$ cat src/rtl/pio_core_pkg.sv
`timescale 1ns/1ps
`default_nettype none
// +----------------------------------------------------------------------------+
// | Module   : pio_core_pkg                                                    |
// | Purpose  : Shared opcodes, FSM state encoding and instruction field        |
// |            layout constants for the pio_core command-controlled device.    |
// | Revision : 1.0  initial release                                            |
// +----------------------------------------------------------------------------+
package pio_core_pkg;

  // Width of the opcode field at the top of every instruction word.
  localparam int OP_BITS = 4;

  // Opcode map.
  localparam logic [3:0] OP_NOP  = 4'h0;
  localparam logic [3:0] OP_LDI  = 4'h1;
  localparam logic [3:0] OP_MOV  = 4'h2;
  localparam logic [3:0] OP_ADD  = 4'h3;
  localparam logic [3:0] OP_SUB  = 4'h4;
  localparam logic [3:0] OP_AND  = 4'h5;
  localparam logic [3:0] OP_OR   = 4'h6;
  localparam logic [3:0] OP_XOR  = 4'h7;
  localparam logic [3:0] OP_SHL  = 4'h8;
  localparam logic [3:0] OP_SHR  = 4'h9;
  localparam logic [3:0] OP_IN   = 4'hA;
  localparam logic [3:0] OP_OUT  = 4'hB;
  localparam logic [3:0] OP_JMP  = 4'hC;
  localparam logic [3:0] OP_JZ   = 4'hD;
  localparam logic [3:0] OP_JC   = 4'hE;
  localparam logic [3:0] OP_HALT = 4'hF;

  // Core sequencing states.
  typedef enum logic [1:0] {
    ST_RUN      = 2'd0,
    ST_IN_WAIT  = 2'd1,
    ST_OUT_WAIT = 2'd2,
    ST_HALTED   = 2'd3
  } state_e;

  // Instruction word layout: {op, rd, operand}.
  function automatic int instr_width(input int ra, input int opw);
    return OP_BITS + ra + opw;
  endfunction

  // Bit offset of the rd field (it sits directly above the operand).
  function automatic int rd_lsb(input int opw);
    return opw;
  endfunction

  // Bit offset of the opcode field.
  function automatic int op_lsb(input int ra, input int opw);
    return ra + opw;
  endfunction

  // True for opcodes that write C and Z (ADD..SHR).
  function automatic logic op_sets_flags(input logic [3:0] op);
    return (op >= OP_ADD) && (op <= OP_SHR);
  endfunction

endpackage : pio_core_pkg
`default_nettype wire

$ cat src/rtl/pio_core_alu.sv
`timescale 1ns/1ps
`default_nettype none
// +----------------------------------------------------------------------------+
// | Module   : pio_core_alu                                                    |
// | Purpose  : Combinational ALU for pio_core: add, subtract, logic and        |
// |            single-bit shifts with a carry/borrow output.                   |
// | Revision : 1.0  initial release                                            |
// +----------------------------------------------------------------------------+
module pio_core_alu
  import pio_core_pkg::*;
#(
  parameter int WIDTH = 4
) (
  input  logic [3:0]       op_i,
  input  logic [WIDTH-1:0] a_i,
  input  logic [WIDTH-1:0] b_i,
  output logic [WIDTH-1:0] result_o,
  output logic             carry_o
);

  // One extra bit on each arithmetic path captures carry-out / borrow.
  logic [WIDTH:0] w_sum;
  logic [WIDTH:0] w_diff;

  assign w_sum  = {1'b0, a_i} + {1'b0, b_i};
  assign w_diff = {1'b0, a_i} - {1'b0, b_i};

  // Select the result and carry for the current opcode; non-ALU opcodes
  // produce zeros, which the core never consumes.
  always_comb begin
    result_o = '0;
    carry_o  = 1'b0;
    case (op_i)
      OP_ADD: begin
        result_o = w_sum[WIDTH-1:0];
        carry_o  = w_sum[WIDTH];
      end
      OP_SUB: begin
        // The borrow lands in the top bit when a < b.
        result_o = w_diff[WIDTH-1:0];
        carry_o  = w_diff[WIDTH];
      end
      OP_AND: result_o = a_i & b_i;
      OP_OR:  result_o = a_i | b_i;
      OP_XOR: result_o = a_i ^ b_i;
      OP_SHL: begin
        // With WIDTH=1 the shifted value is 0 and the old bit goes to C.
        result_o = a_i << 1;
        carry_o  = a_i[WIDTH-1];
      end
      OP_SHR: begin
        result_o = a_i >> 1;
        carry_o  = a_i[0];
      end
      default: begin
        result_o = '0;
        carry_o  = 1'b0;
      end
    endcase
  end

endmodule : pio_core_alu
`default_nettype wire

$ cat src/rtl/pio_core.sv
`timescale 1ns/1ps
`default_nettype none
// +----------------------------------------------------------------------------+
// | Module   : pio_core                                                        |
// | Purpose  : Single-issue command-controlled core. Fetches from an async     |
// |            program memory, executes register/ALU/branch instructions and   |
// |            moves data over a handshaked port bus.                          |
// | Revision : 1.0  initial release                                            |
// +----------------------------------------------------------------------------+
module pio_core
  import pio_core_pkg::*;
#(
  parameter int WIDTH = 4,
  parameter int RA    = 3,
  parameter int PW    = 3,
  parameter int OPW   = 8
) (
  input  logic                    clock,
  input  logic                    reset,
  output logic [OPW-1:0]          instr_addr,
  input  logic [4+RA+OPW-1:0]     instr_data,
  input  logic [WIDTH-1:0]        data_in,
  input  logic                    port_ready,
  output logic [WIDTH-1:0]        data_out,
  output logic [PW-1:0]           port_id,
  output logic                    port_read,
  output logic                    port_write,
  output logic                    carry_flag,
  output logic                    zero_flag,
  output logic                    halted
);

  localparam int IW     = instr_width(RA, OPW);
  localparam int NREGS  = 1 << RA;
  localparam int OP_LSB = op_lsb(RA, OPW);
  localparam int RD_LSB = rd_lsb(OPW);

  // ---------------------------------------------------------------------------
  // Architectural state
  // ---------------------------------------------------------------------------
  state_e            state_q;
  logic [OPW-1:0]    pc_q;
  logic [WIDTH-1:0]  regs_q [NREGS];
  logic              carry_q;
  logic              zero_q;
  logic              halted_q;
  logic [RA-1:0]     rd_q;        // destination held across an IN wait
  logic [PW-1:0]     port_id_q;
  logic [WIDTH-1:0]  data_out_q;
  logic              port_read_q;
  logic              port_write_q;

  // ---------------------------------------------------------------------------
  // Instruction decode (the program memory answers in the same cycle)
  // ---------------------------------------------------------------------------
  logic [3:0]        w_op;
  logic [RA-1:0]     w_rd;
  logic [OPW-1:0]    w_operand;
  logic [RA-1:0]     w_rs;
  logic [PW-1:0]     w_port;
  logic [WIDTH-1:0]  w_imm;
  logic [WIDTH-1:0]  w_rd_val;
  logic [WIDTH-1:0]  w_rs_val;
  logic [OPW-1:0]    w_pc_inc;
  logic [WIDTH-1:0]  w_alu_res;
  logic              w_alu_carry;
  logic              w_alu_zero;

  assign w_op      = instr_data[IW-1:OP_LSB];
  assign w_rd      = instr_data[RD_LSB +: RA];
  assign w_operand = instr_data[OPW-1:0];
  assign w_rs      = w_operand[RA-1:0];
  assign w_port    = w_operand[PW-1:0];
  assign w_imm     = w_operand[WIDTH-1:0];
  assign w_rd_val  = regs_q[w_rd];
  assign w_rs_val  = regs_q[w_rs];

  // PC arithmetic wraps naturally at 2^OPW.
  assign w_pc_inc  = pc_q + OPW'(1);

  pio_core_alu #(
    .WIDTH (WIDTH)
  ) u_alu (
    .op_i     (w_op),
    .a_i      (w_rd_val),
    .b_i      (w_rs_val),
    .result_o (w_alu_res),
    .carry_o  (w_alu_carry)
  );

  assign w_alu_zero = (w_alu_res == '0);

  // ---------------------------------------------------------------------------
  // Sequencer: FSM, PC, register file, flags and port registers in one place
  // so that every architectural update is visible in a single block.
  // ---------------------------------------------------------------------------
  always_ff @(posedge clock) begin
    if (reset) begin
      state_q      <= ST_RUN;
      pc_q         <= '0;
      carry_q      <= 1'b0;
      zero_q       <= 1'b0;
      halted_q     <= 1'b0;
      rd_q         <= '0;
      port_id_q    <= '0;
      data_out_q   <= '0;
      port_read_q  <= 1'b0;
      port_write_q <= 1'b0;
      for (int i = 0; i < NREGS; i++) begin
        regs_q[i] <= '0;
      end
    end else begin
      case (state_q)
        ST_RUN: begin
          case (w_op)
            OP_NOP: begin
              pc_q <= w_pc_inc;
            end
            OP_LDI: begin
              regs_q[w_rd] <= w_imm;
              pc_q         <= w_pc_inc;
            end
            OP_MOV: begin
              regs_q[w_rd] <= w_rs_val;
              pc_q         <= w_pc_inc;
            end
            OP_ADD, OP_SUB, OP_AND, OP_OR, OP_XOR, OP_SHL, OP_SHR: begin
              regs_q[w_rd] <= w_alu_res;
              carry_q      <= w_alu_carry;
              zero_q       <= w_alu_zero;
              pc_q         <= w_pc_inc;
            end
            OP_IN: begin
              // PC stays on the IN until the peripheral answers.
              port_id_q   <= w_port;
              port_read_q <= 1'b1;
              rd_q        <= w_rd;
              state_q     <= ST_IN_WAIT;
            end
            OP_OUT: begin
              port_id_q    <= w_port;
              data_out_q   <= w_rd_val;
              port_write_q <= 1'b1;
              state_q      <= ST_OUT_WAIT;
            end
            OP_JMP: begin
              pc_q <= w_operand;
            end
            OP_JZ: begin
              pc_q <= zero_q ? w_operand : w_pc_inc;
            end
            OP_JC: begin
              pc_q <= carry_q ? w_operand : w_pc_inc;
            end
            OP_HALT: begin
              // PC is left pointing at the HALT itself.
              state_q  <= ST_HALTED;
              halted_q <= 1'b1;
            end
            default: begin
              pc_q <= w_pc_inc;
            end
          endcase
        end

        ST_IN_WAIT: begin
          if (port_ready) begin
            regs_q[rd_q] <= data_in;
            port_read_q  <= 1'b0;
            pc_q         <= w_pc_inc;
            state_q      <= ST_RUN;
          end
        end

        ST_OUT_WAIT: begin
          if (port_ready) begin
            port_write_q <= 1'b0;
            pc_q         <= w_pc_inc;
            state_q      <= ST_RUN;
          end
        end

        ST_HALTED: begin
          // Absorbing until reset.
          halted_q <= 1'b1;
        end

        default: begin
          state_q <= ST_RUN;
        end
      endcase
    end
  end

  // ---------------------------------------------------------------------------
  // Outputs come straight from registers.
  // ---------------------------------------------------------------------------
  assign instr_addr = pc_q;
  assign data_out   = data_out_q;
  assign port_id    = port_id_q;
  assign port_read  = port_read_q;
  assign port_write = port_write_q;
  assign carry_flag = carry_q;
  assign zero_flag  = zero_q;
  assign halted     = halted_q;

endmodule : pio_core
`default_nettype wire

$ cat config.mk
export PLATFORM = sky130hd
export DESIGN_NAME = pio_core
export DESIGN_NICKNAME = d
export VERILOG_FILES = /design/src/rtl/pio_core_pkg.sv /design/src/rtl/pio_core_alu.sv /design/src/rtl/pio_core.sv
export SDC_FILE = /design/constraint.sdc
export NUM_CORES = 1
export LEC_CHECK = 0
export CORE_MARGIN = 2
export CORE_UTILIZATION = 50
export CTS_BUF_LIST = sky130_fd_sc_hd__clkbuf_2 sky130_fd_sc_hd__clkbuf_4 sky130_fd_sc_hd__clkbuf_8
export DETAILED_ROUTE_END_ITERATION = 7
export DONT_BUFFER_PORTS = 1
export SLEW_MARGIN = 20
export SYNTH_ARGS = -nofsm -noshare
export SYNTH_HDL_FRONTEND = slang
export SYNTH_SLANG_ARGS = --single-unit
export TNS_END_PERCENT = 50
$ cat constraint.sdc
create_clock -name clock -period 4.6 [get_ports clock]
set_clock_uncertainty 0.15 [all_clocks]
set_input_delay 0.69 -clock clock [delete_from_list [all_inputs] [get_ports clock]]
set_output_delay 0.69 -clock clock [all_outputs]
set_load 0.01 [all_outputs]
==> flow_summary.toml <==
[floorplan]
die_h_um = 92.01
core-area_um2 = 7607
initial_core_util_pct = 50.90
io_pins = 42
num_rows = 32
die_w_um = 92.01
dieArea_um2 = 8465

[timing]
setup_viol = 0
period_minus_slack_ns = 3.769
rsz0062_at_grt = "no"
fin_crit_sh_pct = 81.94
worst_pin_slew_ns = 0.8289
whs_ns = 0.2663
layout_setup_ws_ns = 0.8306
max_freq_mhz = 265.3
hold_violations = 0
final_max_slew_viol_count = 0
tns_ns = 0
relSlewSlack_pct = 44.54

[yosys]
synth_ff_type = "edfxtp_1"
synth_seq_cells = 57
yosysTopAreaCell = "edfxtp_1"
yosysSeqAreaShare_pct = 37.74
syn_area_um2 = 3872
ys_types = 57
ys_top_cells_by_count = "48 x nor2_1, 35 x nand2_1, 32 x edfxtp_1"
synth-async-reset-ratio_pct = 0
synth_edf_count = 32
yosys-top-cells-area = "edfxtp_1 25%, dfxtp_1 13%, mux2i_1 7.5%, ha_1 5.5%, mux4_2 5.2%"
synth.most_common_cell = "nor2_1"
yosysWarnings = 0
synth_fp_nets = 460
synth_top_area_share_pct = 24.81
syn-mean-instance-area_um2 = 9.242
syn-instance-count = 419

[min_path]
min_to = "instr_addr[6]"
hp-start = "reset"
holdCritPathClass = "input pin to register"
whs_path_depth = 1

[setup_path]
crit_family = "multiplexers"
reg2reg_depth = 11
r2r_end = "regs_q[3][1]"
path_max_fanout = 8
critPathMaxStageDelay_ns = 0.50
ff2ff_setup_slack_ns = 0.83
worst_ep_required_time_ns = 4.52
endpoint_kind = "register"
worstSetupPathType = "register to register"
reg2reg_from = "regs_q[0][0]"
crit_chain = "mux4_2 > mux2i_1 > inv_1 > ha_1 > fa_1 > inv_1 > mux4_2 > a32oi_1 > o221ai_1 > a21oi_2 > nor3b_1"
worstPathArrival_ns = 3.69
crit_slowest_cell = "fa_1"
worst-path-buf-inv = 2
crit_path_start_kind = "register"

[placed_design]
place_congestion = 0.8494
dp_hpwl_um = 7589
port_buffers = 0
preCtsSetupSlack_ns = 0.5912

[final_layout]
n_antenna_cell = 0
ff_latch_area_um2 = 1461
drive_gt1_share_pct = 9.785
post-route-util_pct = 54.64
final_net_count = 455
area_delta_synth_final_pct = 7.335
multi_input_comb_area_um2 = 2248
fillers = 732

[routing]
vias = 3191
first_pass_iters = 5
drc = 0
wl_per_cell_um = 19.47
wirelength_um = 10150
drt_iter0_markers = 152
antenna_left = 0
viasPerCell = 6.125

[clock_tree]
cts_buffers = 9
cts_max_level = 3
holdBufCountCts = 0
cts.sinks = 57
cts-root-buf = "clkbuf_8"
cts_max_path_buffers = 2
clock_latency_ns = 0.34
cts_setup_buffers = 0
ctsResizeCount = 0
path_clk_slew_ns = 0.07
cts_tree = "done"

[global_route]
grt_usage_pct = 24.80
antenna_found_initial = 0
overflow = 0
grt_pass1_vias = 3109
grt_pass1_wl_um = 16230
grt_max_degree = 37

[flow_run]
cap_violations = 0

[power_and_ir_drop]
leakage_nw = 1.615
irDropWorstVdd_v = 0.0002880
cellPowerDensity_nw_per_um2 = 359.8

[status]
status = "completed"
==> state kept, by name, indices dropped and copies added (netlist names), 2 cells and up <==
register,count
port_id,3
rd_q,3
data_out,4
regs_q,32
state_q,2
instr_addr,8
==> power by group <==
group          internal (mW)  switching [mW]  leakage, nW
clock network          0.315           0.205        0.116
logic                  0.144           0.213        0.963
registers              0.578          0.0407        0.535
total                   1.04           0.458         1.61
==> stage by stage <==
stage	area, um2	power [mW]	cells
floorplan	3872	0.9115	419
global placement	3935	0.9758	505
detailed placement	3935	0.9834	505
CTS	4156	1.501	521
global route	4156	1.564	521
finish	4156	1.496	521
==> cell usage in the layout (no fill, tap or decap), types with 3 or more instances in the layout <==
| cell type | n |
|---|---|
| a21oi_1 | 30 |
| mux4_2 | 9 |
| inv_1 | 20 |
| edfxtp_1 | 32 |
| dfxtp_1 | 25 |
| nand2b_1 | 14 |
| nor3_1 | 19 |
| o21ai_0 | 19 |
| mux2i_1 | 29 |
| a22oi_1 | 9 |
| clkbuf_8 | 13 |
| nand2_1 | 35 |
| nor3b_1 | 9 |
| or3b_2 | 4 |
| nand3_1 | 10 |
| a211oi_1 | 4 |
| nor2b_1 | 10 |
| and2_1 | 3 |
| nor2_1 | 48 |
| ha_1 | 17 |
| o22ai_1 | 3 |
| and3_1 | 4 |
| o211ai_1 | 3 |
| o31ai_1 | 4 |
| buf_4 | 3 |
==> logic make-up (layout without fill, tap and decap cells) <==
logic type / after synthesis / in the layout / synth area share [%]
flops: 57 / 57 / 37.74
mux: 40 / 40 / 13.31
fa+ha+maj: 19 / 19 / 6.527
buf+inv: 39 / 39 / 4.362
compound gates: 92 / 92 / 15.12
simple gates: 169 / 169 / 22.26
xor+xnor: 3 / 3 / 0.6786
==> worst max path at each step <==
stage / end / start / slack [ns] / depth (start not counted)
6_report: regs_q[3][1] / regs_q[0][0] / 0.83 / 11
5_1_grt: regs_q[1][1] / regs_q[5][0] / 0.60 / 11
4_1_cts: regs_q[1][1] / regs_q[0][0] / 0.88 / 11
3_5_place_dp: regs_q[1][1] / instr_data[1] / 0.59 / 11
3_3_place_gp: regs_q[4][1] / instr_data[1] / 0.65 / 11
2_1_floorplan: regs_q[0][1] / instr_data[1] / 0.67 / 12
==> area by class of cell <==
cell class	count	share of cell area [%]
clock buffers	14	4.485
clock inverters	2	0.8429
inverters	20	1.806
multi-input cells	323	54.09
flip-flops and latches	57	35.16
well taps	102	3.070
repair buffers	3	0.5418
==> routing by layer <==
metal | up-vias | share of wire [%] | track usage, %
met2 | 94 | 49 | 41.48
met1 | 1551 | 45 | 32.61
met5 | - | 0 | 0
li1 | 1530 | - | -
met3 | 16 | 4.2 | 4.930
met4 | 0 | 2.0 | 7.463
Power figures use the tool's default switching activity.
